**src/rtl/ssd1309_spi_receiver.sv**
```systemverilog
// SSD1309 4-wire SPI receiver: oversamples the serial link, decodes the page-addressing
// command subset and converts pixel data bytes into framebuffer write handshakes.
module ssd1309_spi_receiver #(
  parameter int unsigned SYNC_STAGES = 2,
  parameter int unsigned COLS        = 128,
  parameter int unsigned PAGES       = 8
) (
  input  logic       clk,
  input  logic       rst_n,
  input  logic       spi_sclk,
  input  logic       spi_sdin,
  input  logic       spi_dc,
  input  logic       spi_cs_n,
  input  logic       oled_res_n,
  output logic       fb_we,
  output logic [7:0] fb_w_xpos,
  output logic [7:0] fb_w_ypos,
  output logic [7:0] fb_din,
  input  logic       fb_w_data_valid,
  output logic       cmd_valid,
  output logic [7:0] cmd_byte,
  output logic       display_on,
  output logic       overflow_err
);

  localparam int unsigned NSYNC = 5;
  // Synchronizer lane order {res_n, cs_n, dc, sdin, sclk}; idle values keep the link deselected
  localparam logic [NSYNC-1:0] SYNC_IDLE = 5'b01000;

  typedef struct packed {
    logic [7:0] x;
    logic [7:0] y;
    logic [7:0] din;
  } wr_t;

  typedef enum logic [1:0] {W_IDLE, W_REQ, W_DRAIN} wstate_t;

  logic [SYNC_STAGES-1:0][NSYNC-1:0] sync_q;
  logic sclk_s, sdin_s, dc_s, csn_s, res_s;
  logic sclk_d, csn_d;
  logic sclk_rise, bit_ok;
  logic [2:0] bit_cnt;
  logic [6:0] shreg;
  logic       byte_rdy;
  logic [7:0] byte_q;
  logic       dc_q;

  logic [7:0] col, col_next;
  logic [2:0] page;
  logic [1:0] skip;
  wr_t        skid;
  logic       skid_valid;

  wstate_t state, state_next;
  logic    issue;

  assign {res_s, csn_s, dc_s, sdin_s, sclk_s} = sync_q[SYNC_STAGES-1];

  // Input synchronizers
  always_ff @(posedge clk) begin
    if (!rst_n) begin
      sync_q <= {SYNC_STAGES{SYNC_IDLE}};
    end else begin
      sync_q <= {sync_q[SYNC_STAGES-2:0], {oled_res_n, spi_cs_n, spi_dc, spi_sdin, spi_sclk}};
    end
  end

  // A rise coinciding with cs_n going high still counts, so a final bit is not lost
  assign sclk_rise = sclk_s & ~sclk_d;
  assign bit_ok    = sclk_rise & (~csn_s | ~csn_d);

  // Bit assembly, MSB first
  always_ff @(posedge clk) begin
    if (!rst_n) begin
      sclk_d   <= 1'b0;
      csn_d    <= 1'b1;
      bit_cnt  <= 3'd0;
      shreg    <= 7'd0;
      byte_rdy <= 1'b0;
      byte_q   <= 8'd0;
      dc_q     <= 1'b0;
    end else begin
      sclk_d   <= sclk_s;
      csn_d    <= csn_s;
      byte_rdy <= 1'b0;
      if (!res_s) begin
        bit_cnt <= 3'd0;
        shreg   <= 7'd0;
      end else if (bit_ok) begin
        if (bit_cnt == 3'd7) begin
          byte_q   <= {shreg, sdin_s};
          dc_q     <= dc_s;
          byte_rdy <= 1'b1;
          bit_cnt  <= 3'd0;
          shreg    <= 7'd0;
        end else if (csn_s) begin
          bit_cnt <= 3'd0;
          shreg   <= 7'd0;
        end else begin
          bit_cnt <= bit_cnt + 3'd1;
          shreg   <= {shreg[5:0], sdin_s};
        end
      end else if (csn_s) begin
        bit_cnt <= 3'd0;
        shreg   <= 7'd0;
      end
    end
  end

  assign col_next = (col == 8'(COLS - 1)) ? 8'd0 : col + 8'd1;

  // Command decode and data-byte capture into the skid slot
  always_ff @(posedge clk) begin
    if (!rst_n) begin
      cmd_valid    <= 1'b0;
      cmd_byte     <= 8'd0;
      display_on   <= 1'b0;
      overflow_err <= 1'b0;
      col          <= 8'd0;
      page         <= 3'd0;
      skip         <= 2'd0;
      skid         <= '0;
      skid_valid   <= 1'b0;
    end else begin
      cmd_valid <= 1'b0;
      if (issue) skid_valid <= 1'b0;
      if (!res_s) begin
        col        <= 8'd0;
        page       <= 3'd0;
        skip       <= 2'd0;
        display_on <= 1'b0;
        skid_valid <= 1'b0;
      end else if (byte_rdy) begin
        if (!dc_q) begin
          cmd_valid <= 1'b1;
          cmd_byte  <= byte_q;
          if (skip != 2'd0) begin
            skip <= skip - 2'd1;
          end else begin
            case (byte_q) inside
              8'h81, 8'h20, 8'hA8, 8'hD3, 8'hD5, 8'hD9, 8'hDA, 8'hDB, 8'hFD: skip <= 2'd1;
              8'h21, 8'h22:   skip <= 2'd2;
              [8'h00:8'h0F]:  col[3:0] <= byte_q[3:0];
              [8'h10:8'h17]:  col[6:4] <= byte_q[2:0];
              [8'hB0:8'hB7]: begin
                if (32'(byte_q[2:0]) < PAGES) page <= byte_q[2:0];
              end
              8'hAE:          display_on <= 1'b0;
              8'hAF:          display_on <= 1'b1;
              default:        ;
            endcase
          end
        end else begin
          if (!skid_valid) begin
            skid       <= '{x: col, y: {2'b00, page, 3'b000}, din: byte_q};
            skid_valid <= 1'b1;
          end else begin
            overflow_err <= 1'b1;
          end
          col <= col_next;
        end
      end
    end
  end

  // Write handshake state register
  always_ff @(posedge clk) begin
    if (!rst_n) state <= W_IDLE;
    else        state <= state_next;
  end

  always_comb begin
    state_next = state;
    case (state)
      W_IDLE:  if (skid_valid && res_s && !fb_w_data_valid) state_next = W_REQ;
      W_REQ:   if (fb_w_data_valid) state_next = W_DRAIN;
      W_DRAIN: if (!fb_w_data_valid) state_next = W_IDLE;
      default: state_next = W_IDLE;
    endcase
  end

  assign issue = (state == W_IDLE) && (state_next == W_REQ);

  // Registered write port; payload only changes when a new request starts
  always_ff @(posedge clk) begin
    if (!rst_n) begin
      fb_we     <= 1'b0;
      fb_w_xpos <= 8'd0;
      fb_w_ypos <= 8'd0;
      fb_din    <= 8'd0;
    end else begin
      fb_we <= (state_next == W_REQ);
      if (issue) begin
        fb_w_xpos <= skid.x;
        fb_w_ypos <= skid.y;
        fb_din    <= skid.din;
      end
    end
  end

endmodule

```
**config.mk**
```make
export PLATFORM = sky130hd
export DESIGN_NAME = ssd1309_spi_receiver
export DESIGN_NICKNAME = d
export VERILOG_FILES = /design/src/rtl/ssd1309_spi_receiver.sv
export SDC_FILE = /design/constraint.sdc
export NUM_CORES = 1
export LEC_CHECK = 0
export ABC_AREA = 1
export CORE_ASPECT_RATIO = 1.4
export CORE_MARGIN = 2
export CORE_UTILIZATION = 30
export DETAILED_ROUTE_END_ITERATION = 8
export PLACE_DENSITY = 0.49
export SLEW_MARGIN = 15
export SYNTH_ARGS = -nofsm -noshare
export SYNTH_HDL_FRONTEND = slang
export SYNTH_SLANG_ARGS = --single-unit
```
**constraint.sdc**
```tcl
create_clock -name clk -period 2.2 [get_ports clk]
set_clock_uncertainty 0.2 [all_clocks]
set_input_delay 0.44 -clock clk [delete_from_list [all_inputs] [get_ports clk]]
set_output_delay 0.44 -clock clk [all_outputs]
set_load 0.005 [all_outputs]
```
==> run metrics, run 1 <==
unrepaired setup endpoints after global routing=no; gr ovfl total=0; EDFF count, synth=0; design area=4762 µm²; core area=12750 µm²; post-CTS setup buffers=0; Post-synth ARST share=0%; max cap viols=0; CP Capture Point=skip[1]$_SDFFE_PN0P_; ys flop type=dfxtp_1; Final HPWL DP=6356 µm; Layout area overhead=21.99%; endpoint class of the critical path=flip-flop; clock sinks=98; P_leak=1.931 nW; Clock Path Buffers=2; Final setup viols=0; Mapped Area=3904 µm²; reg2reg start=byte_q[3]$_SDFFE_PN0P_; synth top area cells=dfxtp_1, nand2_1, a21oi_1; endpoints failing hold=0; io pins=44; largest family of logic cells by synthesized area=simple AND/OR/NAND/NOR gates; antenna-violating nets left=0; Seq/Total Area, Yosys=50.26%; worst skew pair latency=340 ps; Die Y=139.0 µm; Yosys reg bits=98; routed vias/inst=4.468; CTS tree=done; worst reg2reg endpoint=skip[1]$_SDFFE_PN0P_; nets=560; Peak Freq=532.7 MHz; CTS Buf Count=9; drt wl/cell=12.41 µm; TNS Setup=0 ps; Buffers on Ports=38; Cell Count, Final, Fillers Out=705; maximum fanout along the worst path=9; Synth cell types=36; drt total wl=8748 µm; Root Driver=clkbuf_16; DRT iter0 DRCs=109; post-synthesis xor/xnor area fraction=0.4487%; largest area contributor in the netlist=dfxtp_1; synth warn=0; ANT cells=0; antenna violations before repair=0; GRT Util Overall=13.26%; CP required=2230 ps; Final min period=1877 ps; Fin Hold WS=213.0 ps; Syn Area/Cell=7.669 µm²; worst hold path class=reg -> reg; die area=13950 µm²; outcome=complete, no violations; Synth Area in Adders=0.9615%; post-CTS sizing=0; Initial Util=30.61%; relative slew slack=59.10%; vias in the first global route=2951; critical path launch point type=flip-flop; R2R depth=11; placement row count=49; # hold bufs at CTS=0; RD Place Congestion=0.8405; CTS clk-pin slew, worst paths=60 ps; area post-placement=4454 µm²; DR vias=3150; Gate Count Post-Synth=509; Worst VDD drop=0.2751 mV; Crit Path Class=reg -> reg; arrival time worst endpoint=1910 ps; final max-slew violation count=0; mux cell area share after synthesis=0%; Worst-Margin Slew=611.3 ps; DRC violations left=0; global-route wire length before repair=14600 µm; fin crit share=85.33%; Placed Cells=691; die width=100.4 µm; PwrDens=732.2 nW/µm²; Critical Path Start=byte_q[3]$_SDFFE_PN0P_; Yosys top cell area share=50.26%; Initial DRT Pass Iterations=5; Synth Area in Compound Gates=17.37%; H-tree depth=3; Reg2Reg Setup Slack=320 ps; Simple-Gate Fraction of Synth Area=21.06%; layout cells sized above 1=7.609%; pin count of the biggest net entering global routing=58
==> logic make-up (layout without fill, tap and decap cells) <==
family,Yosys count,count (layout)
and+or+nand+nor,188,188
other,1,5
adders and majority gates,3,3
buffers and inverters,89,128
AOI/OAI and AO/OA,128,128
DFF,98,98
xor gates and xnor gates,2,2
==> per-layer routing <==
| layer | wire length [µm] | up-vias | track usage, % |
|---|---|---|---|
| li1 | - | 1718 | - |
| met1 | 3954 | 1379 | 15.74 |
| met2 | 4506 | 47 | 22.50 |
| met3 | 166 | 6 | 3.024 |
| met4 | 120 | 0 | 5.912 |
| met5 | 0 | - | 0 |
==> layout make-up <==
type / instances / area, µm²
timing repair buffer: 50 / 483.0
sequential: 98 / 1962
tap: 153 / 191.4
clock buffer: 11 / 242.7
inverter: 64 / 240.2
clock inverter: 3 / 65.06
multi-input combinational: 326 / 1578
fill: 1381 / 7990
==> report_power, final <==
part	leakage, nW	internal [W]	switching (W)	total (W)
Sequential	0.791	0.00178	0.00000404	0.00179
Clock	0.151	0.00101	0.000616	0.00163
Combinational	0.988	0.0000264	0.0000442	0.0000707
==> sequential cells by signal, indices dropped and copies added, names as in the netlist, 2 cells and up <==
signal / flops
skid: 19
byte_q: 8
cmd_byte: 8
col: 8
fb_din: 8
fb_w_xpos: 8
shreg: 7
sync_q: 5
bit_cnt: 3
fb_w_ypos: 3
page: 3
skip: 2
state: 2
==> stage by stage <==
step | total power, W | utilization, % | worst slack (ps)
final | 0.003487 | 37.34 | 322.7
after global routing | 0.003632 | 37.34 | 125.8
after CTS | 0.003555 | 37.34 | 288.9
after detailed placement | 0.001900 | 34.93 | 175.4
after global placement | 0.001899 | 34.93 | 215.0
after floorplan | 0.001875 | - | 445.2
==> worst max-delay path, stage by stage, from the launching register on <==
cell     delay, ps
dfxtp_1        560
inv_1          210
nand2_1        130
nor2_1          50
nand2_1         50
nand2_1         60
nor2_2         140
nand4_1        100
nand2_1        130
nand2_1         60
nand2_1         60
nor2_1          40
==> cells in the mapped netlist (2+ instances only) <==
cell      instances
dfxtp_1          98
nand2_1          86
inv_1            62
a21oi_1          58
nor2_1           54
o21ai_0          47
nand3_1          22
o21ai_1          11
clkbuf_1          9
buf_4             7
buf_2             6
a21oi_2           5
nand4_1           5
nor4_1            5
nor3_1            4
ha_1              3
o211ai_1          3
or2_2             3
buf_6             2
nand3b_1          2
nor2_2            2
==> cells in the final DEF, fill, tap and decap left out, types with 9 or more instances in the layout <==
cell type	n
o21ai_0	46
clkbuf_16	9
dfxtp_1	98
clkdlybuf4s50_1	38
inv_1	62
o21ai_1	11
nand2_1	86
nand3_1	22
a21oi_1	58
nor2_1	54
buf_4	11
==> worst min path at each step <==
| stage | startpoint | end | slack (ps) | depth (start not counted) |
|---|---|---|---|---|
| final | sync_q[1]$_SDFF_PN0_ | sdin_s$_SDFF_PN0_ | 210 | 2 |
| after detailed placement | sync_q[1]$_SDFF_PN0_ | sdin_s$_SDFF_PN0_ | 200 | 2 |
| after CTS | sync_q[1]$_SDFF_PN0_ | sdin_s$_SDFF_PN0_ | 220 | 2 |
| after global placement | sync_q[3]$_SDFF_PN1_ | csn_s$_SDFF_PN1_ | 200 | 1 |
| after floorplan | sync_q[2]$_SDFF_PN0_ | dc_s$_SDFF_PN0_ | 190 | 2 |
| after global routing | sync_q[3]$_SDFF_PN1_ | csn_s$_SDFF_PN1_ | 230 | 1 |
No activity file was read; power rests on OpenSTA's default activity.
==> run 2, diff against run 1 <==
- CORE_UTILIZATION: 30 -> 35
- PLACE_DENSITY: 0.49 -> 0.55
==> run metrics, run 2 (same netlist as run 1, synthesis figures left out) <==
outcome=complete, no violations; ANT cells=0 (unchanged); antenna-violating nets left=0 (unchanged); Biggest register=skid; clock sinks=98 (unchanged); Reg2Reg Setup Slack=300 ps (-20 ps); P_leak=1.920 nW (-0.55%); # hold bufs at CTS=0 (unchanged); Crit Path Class=reg -> reg; drt total wl=8400 µm (-4.0%); Final setup viols=0 (unchanged); Die Y=129.0 µm (-7.2%); dpl ws=288.0 ps (+112.6 ps); Initial DRT Pass Iterations=7 (+2); endpoint class of the critical path=flip-flop; worst reg2reg endpoint=skip[1]$_SDFFE_PN0P_; DRC violations left=0 (unchanged); final max-slew violation count=0 (unchanged); die area=12030 µm² (-14%); gr ovfl total=0 (unchanged); unrepaired setup endpoints after global routing=no; io pins=44 (unchanged); Layout area overhead=21.25%; Worst VDD drop=0.3286 mV (+19%); worst skew pair latency=340 ps (about the same); layout cells sized above 1=7.623% (+0.014 points); CP required=2230 ps (about the same); die width=93.26 µm (-7.1%); max cap viols=0 (unchanged); drt wl/cell=12.14 µm (-2.2%); nets=560 (unchanged); RD Place Congestion=0.8416 (+0.13%); Clock Path Buffers=2 (unchanged); Final HPWL DP=6138 µm (-3.4%); reg2reg start=byte_q[3]$_SDFFE_PN0P_; Root Driver=clkbuf_16; fin crit share=86.28% (+0.95 points); Peak Freq=526.8 MHz (-1.1%); critical path launch point type=flip-flop; DR vias=3254 (+3.3%); max FFs per register=19 (unchanged); CTS Buf Count=9 (unchanged); Hold Path Cell Cnt=2 (unchanged); Initial Util=35.92% (+5.3 points); Worst-Margin Slew=614.5 ps (+3.242 ps); hold_sp=sync_q[1]$_SDFF_PN0_; global-route wire length before repair=14300 µm (-2.0%); Buffers on Ports=38 (unchanged); routed vias/inst=4.702 (+5.2%); TNS Setup=0 ps (unchanged); Final WS setup=301.9 ps (-20.81 ps); CTS clk-pin slew, worst paths=60 ps (about the same); worst hold path class=reg -> reg; commonest non-fill, non-tap cells in the layout=dfxtp_1, nand2_1, inv_1, a21oi_1, nor2_1; endpoints failing hold=0 (unchanged); hold endpoint=sdin_s$_SDFF_PN0_; relative slew slack=58.88% (-0.22 points); vias in the first global route=2997 (+1.6%); pin count of the biggest net entering global routing=58 (unchanged); Final min period=1898 ps (+20.82 ps); post-CTS setup buffers=0 (unchanged); GRT Util Overall=14.95% (+1.7 points); arrival time worst endpoint=1930 ps (+20 ps); core area=10870 µm² (-15%); placement row count=45 (-8.2%); CTS tree=done; R2R depth=11 (unchanged); PwrDens=712.0 nW/µm² (-2.8%); H-tree depth=3 (unchanged); commonest non-fill, non-tap cell in the layout=dfxtp_1; post-CTS sizing=0 (unchanged); maximum fanout along the worst path=9 (unchanged); DRT iter0 DRCs=247 (+130%); antenna violations before repair=0 (unchanged)
==> run 2: worst max-delay path by stage <==
| stage | from | end | slack [ps] | cells after the start |
|---|---|---|---|---|
| after floorplan | bit_cnt[0]$_SDFFE_PN0P_ | bit_cnt[0]$_SDFFE_PN0P_ | 450 | 5 |
| after global placement | rst_n | col[0]$_SDFFE_PN0P_ | 310 | 7 |
| after detailed placement | rst_n | col[0]$_SDFFE_PN0P_ | 290 | 7 |
| after CTS | byte_q[3]$_SDFFE_PN0P_ | skip[1]$_SDFFE_PN0P_ | 320 | 11 |
| after global routing | col[0]$_SDFFE_PN0P_ | col[1]$_SDFFE_PN0P_ | 100 | 10 |
| final | byte_q[3]$_SDFFE_PN0P_ | skip[1]$_SDFFE_PN0P_ | 300 | 11 |
==> run 2: layer usage <==
metal	part of all wire [%]	up-vias	global-route usage [%]
met5	0	-	0
met4	2.1	0	6.055
met3	3.7	12	3.044
met2	50	71	25.39
met1	44	1451	18.44
li1	-	1720	-
==> run 2: report_power, final <==
group | total [W] | internal, W | switching (W)
clock | 0.00151 | 0.000891 | 0.000620
sequential | 0.00179 | 0.00178 | 0.00000426
combinational | 0.0000722 | 0.0000289 | 0.0000433
total | 0.00337 | 0.00270 | 0.000667
==> run 2: layout make-up <==
cell class | instances | area [µm²]
Inverter | 64 | 240.2
Sequential cell | 98 | 1962
Clock inverter | 3 | 42.54
Multi-Input combinational cell | 326 | 1578
Fill cell | 1104 | 6133
Clock buffer | 10 | 239.0
Tap cell | 141 | 176.4
Timing Repair Buffer | 50 | 495.5
==> run 2: through the flow <==
step	utilization [%]	total power (W)	hold slack (ps)	area [µm²]	instances
after global routing	43.56	0.003500	240.0	4733	692
after floorplan	-	0.001875	190.5	3919	513
after CTS	43.56	0.003405	214.0	4733	692
final	43.56	0.003370	211.6	4733	692
after detailed placement	40.97	0.001902	198.4	4452	679
after global placement	40.97	0.001900	196.2	4452	679
==> run 2: critical path, stage by stage, from the launching register on <==
cell     delay, ps
dfxtp_1        550
inv_1          200
nand2_1        130
nor2_1          40
nand2_1         50
nand2_1         60
nor2_2         130
nand4_1        120
nand2_1        150
nand2_1         80
nand2_1         60
nor2_1          40
==> run 3, diff against run 2 <==
- CORE_MARGIN: 2 -> 10
==> run metrics, run 3 (same netlist as run 1, synthesis figures left out) <==
CTS Buf Count=9 (unchanged); Die Y=145.0 µm (+12%); GRT Util Overall=10.93% (-4.0 points); PwrDens=711.9 nW/µm² (about the same); maximum fanout along the worst path=5 (-4); fin crit share=87.15% (+0.87 points); endpoints failing hold=0 (unchanged); CTS tree=done; DRC violations left=0 (unchanged); die area=15840 µm² (+32%); Final min period=1917 ps (+19.14 ps); largest stage delay on the critical path=410 ps (-140 ps); max FFs per register=19 (unchanged); P_leak=1.926 nW (+0.32%); Layout area overhead=21.38%; endpoint class of the critical path=flip-flop; die width=109.3 µm (+17%); pin count of the biggest net entering global routing=58 (unchanged); post-CTS sizing=0 (unchanged); drt wl/cell=12.39 µm (+2.1%); Worst VDD drop=0.4278 mV (+30%); final max-slew violation count=0 (unchanged); H-tree depth=3 (unchanged); DRT iter0 DRCs=107 (-57%); Peak Freq=521.6 MHz (-1.0%); slowest CP cell=dfxtp_1; Max Used Layer=met4; met2 routed WL=4124 µm (-1.5%); global-route wire length before repair=14240 µm (-0.43%); Buffers on Ports=38 (unchanged); RD Place Congestion=0.8631 (+2.6%); Initial DRT Pass Iterations=4 (-3); critical path launch point type=flip-flop; crit path cell chain=ha_1 > nand3_1 > nor2_1 > nand3_1 > nor2_1 > nor2_1 > nand3b_1 > nand3_1 > nand2_1 > nor2_1; arrival time worst endpoint=1950 ps (+20 ps); antenna-violating nets left=0 (unchanged); post-CTS setup buffers=0 (unchanged); Initial Util=35.92% (unchanged); unrepaired setup endpoints after global routing=no; Clock Path Buffers=2 (unchanged); Final setup viols=0 (unchanged); vias in the first global route=3085 (+2.9%); placement row count=45 (unchanged); commonest non-fill, non-tap cell in the layout=dfxtp_1; Final HPWL DP=6405 µm (+4.4%); relative slew slack=59.01% (+0.13 points); nets=560 (unchanged); Biggest register=skid; io pins=44 (unchanged); worst skew pair latency=330 ps (about the same); core area=10870 µm² (unchanged); ANT cells=0 (unchanged); TNS Setup=0 ps (unchanged); cell mode on critical path=nor2_1; design area=4738 µm² (+0.11%); overall power=0.003373 W (about the same); layout cells sized above 1=7.595% (-0.028 points); Detail Route met3 WL=424 µm (+36%); CTS clk-pin slew, worst paths=60 ps (about the same); drt total wl=8598 µm (+2.4%); Root Driver=clkbuf_16; met1 WL=3787 µm (+1.7%); Worst-Margin Slew=612.5 ps (-2.003 ps); area post-placement=4452 µm² (unchanged); gr ovfl total=0 (unchanged); CP required=2230 ps (about the same); outcome=complete, no violations; DR vias=3275 (+0.65%); max cap viols=0 (unchanged); clock sinks=98 (unchanged); routed vias/inst=4.719 (+0.36%); # hold bufs at CTS=0 (unchanged); worst hold path class=reg -> reg; antenna violations before repair=0 (unchanged); commonest non-fill, non-tap cells in the layout=dfxtp_1, nand2_1, inv_1, a21oi_1, nor2_1; Crit Path Class=reg -> reg
run 3: per-stage QoR:
stage | setup slack (ps) | instances | hold WS, ps | utilization [%]
floorplan | 445.2 | 513 | 190.5 | -
global placement | 210.6 | 679 | 194.4 | 40.97
CTS | 289.5 | 694 | 213.9 | 43.60
finish | 282.8 | 694 | 210.6 | 43.60
detailed placement | 195.3 | 679 | 199.0 | 40.97
global route | 126.0 | 694 | 236.8 | 43.60
run 3: worst paths after layout:
path,startpoint,end,slack [ps],cells past startpoint
hold reg to reg,sync_q[2]$_SDFF_PN0_,dc_s$_SDFF_PN0_,210,2
setup reg to reg,col[0]$_SDFFE_PN0P_,col[3]$_SDFFE_PN0P_,280,10
hold / removal,sync_q[2]$_SDFF_PN0_,dc_s$_SDFF_PN0_,210,2
setup / recovery,col[0]$_SDFFE_PN0P_,col[3]$_SDFFE_PN0P_,280,10
run 3: routing by layer:
metal | global-route usage, % | vias to the layer above
met4 | 6.593 | 0
met1 | 12.32 | 1462
li1 | - | 1721
met5 | 0 | -
met3 | 2.081 | 23
met2 | 18.32 | 69
run 3: critical path, delay by kind of cell, from the launching register on:
| kind | cells | cell delay (ps) |
|---|---|---|
| adders and majority gates | 1 | 210 |
| DFF | 1 | 410 |
| and+or+nand+nor | 9 | 980 |
run 3: report_power, final:
group	leakage [nW]	switching (W)	internal (W)
logic	0.993	0.0000439	0.0000288
registers	0.791	0.00000423	0.00178
clock network	0.142	0.000610	0.000903
run 3: cell type report:
class | count | area, µm²
tap | 141 | 176.4
timing repair buffer | 50 | 495.5
clock inverter | 3 | 40.04
clock buffer | 12 | 246.5
multi-input combinational | 326 | 1578
inverter | 64 | 240.2
fill | 1120 | 6128
sequential | 98 | 1962
